### src/rtl/gpio_input_reader_if.sv
// ============================================================================
// gpio_input_reader_if: simple data-memory bus between CPU tile and GPIO input port. Rev 1.0
// ============================================================================
`default_nettype none

interface gpio_input_reader_if;
  logic        mem_valid;
  logic        mem_we;
  logic [1:0]  mem_addr;
  logic [31:0] mem_wdata;
  logic [31:0] mem_rdata;
  logic        mem_ready;

  modport master (
    output mem_valid, mem_we, mem_addr, mem_wdata,
    input  mem_rdata, mem_ready
  );

  modport slave (
    input  mem_valid, mem_we, mem_addr, mem_wdata,
    output mem_rdata, mem_ready
  );
endinterface

`default_nettype wire

### src/rtl/gpio_input_reader.sv
// ============================================================================
// gpio_input_reader: synchronised, debounced inputs with sticky W1C edge flags.
// Define GPIO_INPUT_IRQ_EN to implement IRQ_EN and irq. Rev 1.0
// ============================================================================
`default_nettype none

module gpio_input_reader #(
  parameter int WIDTH           = 4,
  parameter int DEBOUNCE_CYCLES = 50000,
  parameter int CNT_W           = 16
) (
  input  logic                 clk,
  input  logic                 rst,
  input  logic [WIDTH-1:0]     pin_in,
  gpio_input_reader_if.slave   bus,
  output logic                 irq
);

  localparam logic [1:0] ADDR_STATE  = 2'd0;
  localparam logic [1:0] ADDR_RISE   = 2'd1;
  localparam logic [1:0] ADDR_FALL   = 2'd2;
  localparam logic [1:0] ADDR_IRQ_EN = 2'd3;
  localparam logic [CNT_W-1:0] CNT_LAST = CNT_W'(DEBOUNCE_CYCLES - 1);

  logic [WIDTH-1:0] sync1;
  logic [WIDTH-1:0] sync2;
  logic [WIDTH-1:0] state;
  logic [WIDTH-1:0] done;
  logic [WIDTH-1:0] rise;
  logic [WIDTH-1:0] fall;
  logic [WIDTH-1:0] irq_en;
  logic [WIDTH-1:0] rise_evt;
  logic [WIDTH-1:0] fall_evt;
  logic [WIDTH-1:0] clr_rise;
  logic [WIDTH-1:0] clr_fall;
  logic [31:0]      rd_word;
  logic             wr_acc;
  logic             unused_wdata;

  assign unused_wdata = ^bus.mem_wdata[31:WIDTH];

  always_ff @(posedge clk) begin
    if (rst) begin
      sync1 <= '0;
      sync2 <= '0;
    end else begin
      sync1 <= pin_in;
      sync2 <= sync1;
    end
  end

  // done[i] marks the last cycle of an unbroken mismatch run: the level flips at this edge
  for (genvar i = 0; i < WIDTH; i++) begin : g_bit
    logic [CNT_W-1:0] cnt;
    logic             mismatch;

    assign mismatch = sync2[i] ^ state[i];
    assign done[i]  = mismatch && (cnt == CNT_LAST);

    always_ff @(posedge clk) begin
      if (rst) begin
        cnt <= '0;
      end else if (!mismatch || done[i]) begin
        cnt <= '0;
      end else begin
        cnt <= cnt + 1'b1;
      end
    end
  end

  assign rise_evt = done & sync2;
  assign fall_evt = done & ~sync2;

  assign wr_acc   = bus.mem_valid && bus.mem_we;
  assign clr_rise = (wr_acc && bus.mem_addr == ADDR_RISE) ? bus.mem_wdata[WIDTH-1:0] : '0;
  assign clr_fall = (wr_acc && bus.mem_addr == ADDR_FALL) ? bus.mem_wdata[WIDTH-1:0] : '0;

  // Event set is OR-ed after the clear so a same-cycle set wins over W1C
  always_ff @(posedge clk) begin
    if (rst) begin
      state <= '0;
      rise  <= '0;
      fall  <= '0;
    end else begin
      state <= state ^ done;
      rise  <= (rise & ~clr_rise) | rise_evt;
      fall  <= (fall & ~clr_fall) | fall_evt;
    end
  end

`ifdef GPIO_INPUT_IRQ_EN
  always_ff @(posedge clk) begin
    if (rst) begin
      irq_en <= '0;
      irq    <= 1'b0;
    end else begin
      if (wr_acc && bus.mem_addr == ADDR_IRQ_EN) begin
        irq_en <= bus.mem_wdata[WIDTH-1:0];
      end
      irq <= |((rise | fall) & irq_en);
    end
  end
`else
  assign irq_en = '0;
  assign irq    = 1'b0;
`endif

  always_comb begin
    rd_word = '0;
    case (bus.mem_addr)
      ADDR_STATE:  rd_word[WIDTH-1:0] = state;
      ADDR_RISE:   rd_word[WIDTH-1:0] = rise;
      ADDR_FALL:   rd_word[WIDTH-1:0] = fall;
      ADDR_IRQ_EN: rd_word[WIDTH-1:0] = irq_en;
      default:     rd_word = '0;
    endcase
  end

  always_ff @(posedge clk) begin
    if (rst) begin
      bus.mem_rdata <= '0;
      bus.mem_ready <= 1'b0;
    end else begin
      bus.mem_ready <= bus.mem_valid;
      if (bus.mem_valid) begin
        bus.mem_rdata <= bus.mem_we ? 32'd0 : rd_word;
      end
    end
  end

endmodule

`default_nettype wire

### src/flat_wrapper.sv
// flat-port wrapper written by rule: the top's interface ports become plain ports
module gpio_input_reader_flat 
#(
  parameter int WIDTH           = 4,
  parameter int DEBOUNCE_CYCLES = 50000,
  parameter int CNT_W           = 16
)
  (clk, rst, pin_in, irq, bus_mem_valid, bus_mem_we, bus_mem_addr, bus_mem_wdata, bus_mem_rdata, bus_mem_ready);
  gpio_input_reader_if bus_i ();
  input  logic clk;
  input  logic rst;
  input  logic [WIDTH-1:0] pin_in;
  output logic irq;
  input wire logic [$bits(bus_i.mem_valid)-1:0] bus_mem_valid;
  input wire logic [$bits(bus_i.mem_we)-1:0] bus_mem_we;
  input wire logic [$bits(bus_i.mem_addr)-1:0] bus_mem_addr;
  input wire logic [$bits(bus_i.mem_wdata)-1:0] bus_mem_wdata;
  output wire logic [$bits(bus_i.mem_rdata)-1:0] bus_mem_rdata;
  output wire logic [$bits(bus_i.mem_ready)-1:0] bus_mem_ready;
  assign bus_i.mem_valid = bus_mem_valid;
  assign bus_i.mem_we = bus_mem_we;
  assign bus_i.mem_addr = bus_mem_addr;
  assign bus_i.mem_wdata = bus_mem_wdata;
  assign bus_mem_rdata = bus_i.mem_rdata;
  assign bus_mem_ready = bus_i.mem_ready;
  gpio_input_reader #(.WIDTH(WIDTH), .DEBOUNCE_CYCLES(DEBOUNCE_CYCLES), .CNT_W(CNT_W)) u_core (.clk(clk), .rst(rst), .pin_in(pin_in), .bus(bus_i), .irq(irq));
endmodule
### config.mk
export PLATFORM = sky130hd
export DESIGN_NAME = gpio_input_reader_flat
export DESIGN_NICKNAME = d
export VERILOG_FILES = /design/src/rtl/gpio_input_reader_if.sv /design/src/rtl/gpio_input_reader.sv /design/src/flat_wrapper.sv
export SDC_FILE = /design/constraint.sdc
export NUM_CORES = 1
export LEC_CHECK = 0
export BUFFER_PORTS_ARGS = -buffer_cell sky130_fd_sc_hd__buf_2
export CAP_MARGIN = 40
export CORE_MARGIN = 2
export CORE_UTILIZATION = 47
export DETAILED_ROUTE_END_ITERATION = 10
export PLACE_DENSITY = 0.74
export SYNTH_ARGS = -nofsm -noshare
export SYNTH_HDL_FRONTEND = slang
export SYNTH_SLANG_ARGS = --single-unit
export TNS_END_PERCENT = 30
### constraint.sdc
create_clock -name clk -period 1.9 [get_ports clk]
set_input_delay 0.475 -clock clk [delete_from_list [all_inputs] [get_ports clk]]
set_output_delay 0.475 -clock clk [all_outputs]
set_load 0.005 [all_outputs]
=== Word level (Yosys, flattened, before mapping) ===
Index checks and enable logic that the tools add are counted.
W data, S select, Z words.

* Register bits after elaboration: 117
* Word-level logic and storage cells: 60

* $add $sub $neg: 4
* Equal/unequal tests: 7
* Mux-type cells: 4
* Bitwise logic cells: 14
* Reduce and logical (&&, ||, !) cells: 20

{| class="wikitable"
|+ Operators with widths
! kind !! count
|-
| $add A16 B1 Y16 const B || 4
|-
| $eq A16 B16 Y1 const B || 4
|-
| $and A4 B4 Y4 || 4
|-
| $pmux W4 S4 || 1
|-
| $mux W4 || 3
|-
| $not A4 Y4 || 3
|-
| $or A4 B4 Y4 || 2
|-
| $reduce_or A2 Y1 || 4
|-
| $logic_and A1 B1 Y1 || 7
|-
| $eq A2 B2 Y1 const B || 2
|-
| $logic_not A1 Y1 || 4
|-
| $logic_or A1 B1 Y1 || 4
|-
| $xor A1 B1 Y1 || 4
|-
| $xor A4 B4 Y4 || 1
|-
| $eq A2 B1 Y1 const B || 1
|-
| $logic_not A2 Y1 || 1
|}

=== Longest topological paths before layout ===
* Word-level depth: 6
* Depth in mapped cells: 7
* Depth with buffers taken out: 5

=== Worst setup path after synthesis ===
OpenSTA, ideal clock, no wires.

* Kind: register to register
* Start: reg u_core.g_bit[2].cnt[7]
* End: reg u_core.g_bit[2].cnt[15]
* Library setup time: 0.115 ns
* Arrival time: 1.771 ns
* Setup slack: 0.014 ns
* Stages on the path, launching flop included: 6
* Buffers on the path: 1
* Clock period less this slack: 1.886 ns
* Cells stage by stage: dfxtp_1 or4_4 or4_4 o21ai_4 buf_6 nor2_1

* Word-level cells in the longest chain between the ends: 4
* Elaborated cells between the ends (all ways): 5

{| class="wikitable"
|+ Ends and longest elaborated chain
! element !! RTL line !! RTL
|-
| from (decl) || gpio_input_reader.sv:54 || <nowiki>logic [CNT_W-1:0] cnt;</nowiki>
|-
| from (signal assigned) || gpio_input_reader.sv:66 || <nowiki>cnt <= cnt + 1'b1;</nowiki>
|-
| parallel branches: the longest is 4 deep, another holds $add A16 B1 Y16 || - ||
|}

Several ways; the timed one is not identified.
A chain may end at the register's enable or synchronous reset.

=== Worst setup path in the final report ===
* Start: reg u_core.g_bit[2].cnt[7]
* End: reg u_core.g_bit[2].cnt[0]

* Word-level cells in the longest chain between the ends: 4

{| class="wikitable"
|+ Ends and longest elaborated chain
! element !! RTL line !! RTL
|-
| $eq A16 B16 Y1 || gpio_input_reader.sv:58 || <nowiki>assign done[i] = mismatch && (cnt == CNT_LAST);</nowiki>
|-
| $logic_and A1 B1 Y1 || gpio_input_reader.sv:58 ||
|-
| $logic_or A1 B1 Y1 || gpio_input_reader.sv:63 || <nowiki>end else if (!mismatch || done[i]) begin</nowiki>
|-
| $reduce_or A2 Y1 (no line) || - ||
|}

Every way passes these cells.

==> flow_summary.ini <==
[status]
status = complete, no violations

[route]
routed_via_density = 5.02
drc_errors = 0
drtIter0Drc = 88
antenna_left = 0
drt_wl_total_mm = 7.39
firstDrtPassIters = 4
avgRoutedWirePerCell_um = 12.0
vias = 3084

[setup_path]
crit_fanout = 8
required_ns = 2.15
cp-start-kind = flip-flop
r2r-end = u_core.g_bit[2].cnt[0]
rr_startpoint = u_core.g_bit[2].cnt[7]
path_class = flip-flop to flip-flop
r2r_slack_ns = 0.02
cp_data_arrival_time_ns = 2.13
reg2regPathDepth = 5
end_kind = flip-flop

[run]
maxCapViolCount = 0

[synth]
synthCells = 465
ys_types = 41
syn_area_sq_um = 4080
async_flop_share = 0
ys_seq_area_frac = 0.436
synth-edff-count = 0
yosys_register_bits = 89
synth_top_flop_cell = dfxtp_1
synth_warnings = 0
synth.avg_cell_area_sq_um = 8.78

[clock_tree]
cts.htree.levels = 3
clock-sinks = 89
cts_tree = built
cts_root_buffer = clkbuf_8
numCtsBuffers = 9
cts.clk_slew.worst_paths_ns = 0.08
clk_latency_ns = 0.36
clock_path_buffers = 2

[floorplanning]
io_pins = 76
die_h_um = 97.2
dieWidth_um = 97.2
core-area_sq_um = 8550
initial_core_util = 0.477
die_area_sq_um = 9450
num_rows = 34

[grt]
grt.overflow.total = 0
grt_antenna_before_repair = 0
grt_pass1_wl_mm = 12.5
grt_use_total = 0.161
grt_pass1_vias = 2914
grt_max_degree = 17

[hold_path]
min_from = pin_in[2]
hold_path_end = u_core.sync1[2]
hold_path_class = primary input to flip-flop
hold_depth = 2

[timing]
period_minus_slack_ns = 1.88
timing.fmax_mhz = 532
fin_crit_sh = 0.989
final_max_slew_viol_count = 0
tns_ns = 0
finClkSkew_ns = 0.0124
hold_violations = 0
setup_viol = 0
hold_ws_ns = 0.334
rsz0062_at_grt = true

[power]
comb_power_share = 0.028
ir_drop_v = 0.000409
leakagePower_uw = 0.00145
total_switching_power_uw = 728
pwr-share-seq = 0.580
power_density_nw_per_um2 = 723
swShare = 0.224
p_int_uw = 2520
clkPwrFrac = 0.392

[final_layout]
antennaDiodeCount = 0
layout_common_cells = 88 x dfxtp_1, 82 x nor2_1, 50 x xnor2_1
drive_above_1_share = 0.126
final_nets = 547
final_common_cell = dfxtp_1
syn2layout_area_growth_pct = 9.93
postLayoutCoreUtil = 0.525

[place]
dpl.hpwl_mm = 5.34
place.gp.congestion = 0.783
port_buffers = 18
## flip-flops by register name (all words and copies together) (netlist names), named ones only
| signal | flops |
|---|---|
| u_core.rise | 4 |
| u_core.sync1 | 4 |
| u_core.bus.mem_rdata | 4 |
| u_core.bus.mem_ready | 1 |
| u_core.fall | 4 |
| u_core.sync2 | 4 |
| u_core.g_bit.cnt | 64 |
## routing by layer
| metal | up-vias | global-route usage | wire (um) |
|---|---|---|---|
| li1 | 1587 | - | - |
| met3 | 8 | 0.0424 | 226 |
| met5 | - | 0 | 0 |
| met1 | 1434 | 0.197 | 3530 |
| met2 | 55 | 0.268 | 3530 |
| met4 | 0 | 0.0650 | 105 |
## cells in the mapped netlist (all sizes together), types with 5 or more instances
cell type | instances | area [sq um]
dfxtp | 89 | 1780
or4 | 5 | 45.0
nand2 | 26 | 97.6
a21oi | 9 | 45.0
nor2 | 82 | 308
a32oi | 6 | 52.6
mux2i | 7 | 70.1
nor4 | 21 | 144
nor3 | 16 | 80.1
nand4 | 16 | 100
clkbuf | 5 | 18.8
xor2 | 8 | 70.1
buf | 37 | 267
xnor2 | 50 | 438
nor2b | 15 | 93.8
nand3 | 17 | 90.1
inv | 20 | 75.1
## cells by family (layout without fill, tap and decap cells)
family                   count (synthesis)  count (layout)  synth area share
AND/OR/NAND/NOR                        221             221             0.280
flip-flops                              89              89             0.436
buffers and inverters                   62              75            0.0883
XOR/XNOR                                58              58             0.124
AO/OA/AOI/OAI                           23              23            0.0408
multiplexers                             7               7            0.0172
adder cells (fa/ha/maj)                  4               4            0.0123
other                                    1              29          0.000919
## how the worst max path moves through the flow
| stage | from | to | slack (ns) | cells past startpoint |
|---|---|---|---|---|
| floorplan | u_core.g_bit[2].cnt[7] | u_core.g_bit[2].cnt[15] | 0.01 | 5 |
| global placement | u_core.g_bit[2].cnt[7] | u_core.g_bit[2].cnt[8] | 0.01 | 5 |
| detailed placement | u_core.g_bit[2].cnt[7] | u_core.g_bit[2].cnt[3] | -0.03 | 5 |
| CTS | u_core.g_bit[2].cnt[7] | u_core.g_bit[2].cnt[6] | 0.02 | 5 |
| global route | u_core.g_bit[2].cnt[7] | u_core.g_bit[2].cnt[7] | -0.007 | 5 |
| finish | u_core.g_bit[2].cnt[7] | u_core.g_bit[2].cnt[0] | 0.02 | 5 |
## metrics by stage
step / area (sq um) / power, uW / instances / worst slack [ns]
after detailed placement: 4280 / 2010 / 597 / -0.0291
after global placement: 4280 / 2010 / 597 / 0.0124
after global routing: 4490 / 3390 / 614 / -0.00728
final: 4490 / 3240 / 614 / 0.0210
after floorplan: 4190 / 2020 / 493 / 0.0141
after CTS: 4480 / 3290 / 613 / 0.0249
## power groups by stage
| stage | clock (uW) | sequential, uW | combinational [uW] |
|---|---|---|---|
| after floorplan | 0 | 1920 | 99.4 |
| after global placement | 0 | 1930 | 86.4 |
| after detailed placement | 0 | 1930 | 87.7 |
| after CTS | 1310 | 1880 | 89.0 |
| after global routing | 1400 | 1880 | 100 |
| final | 1270 | 1880 | 89.2 |
## critical path, stage by stage, from the launching register on
cell and delay [ns]:
dfxtp_2 0.34, or4_4 0.53, or4_4 0.52, o21ai_4 0.18, buf_6 0.16, nor2_1 0.04
## timing repair
| item | in CTS | in global routing |
|---|---|---|
| pin swaps | 2 | 0 |
| buffers inserted | 0 | 1 |
| setup endpoints to repair | 15 | 15 |
| endpoints found under the hold margin | 0 | 0 |
| hold buffers | 0 | 0 |
| resized for setup | 2 | 1 |
## cell type report
class	count	area (sq um)
clock buffers	9	124
clock inverters	7	70.1
fillers	807	4060
inverters	20	75.1
multi-input cells	342	2050
flip-flops and latches	89	1780
well taps	108	135
repair buffers	39	255
Power figures use the tool's default switching activity.
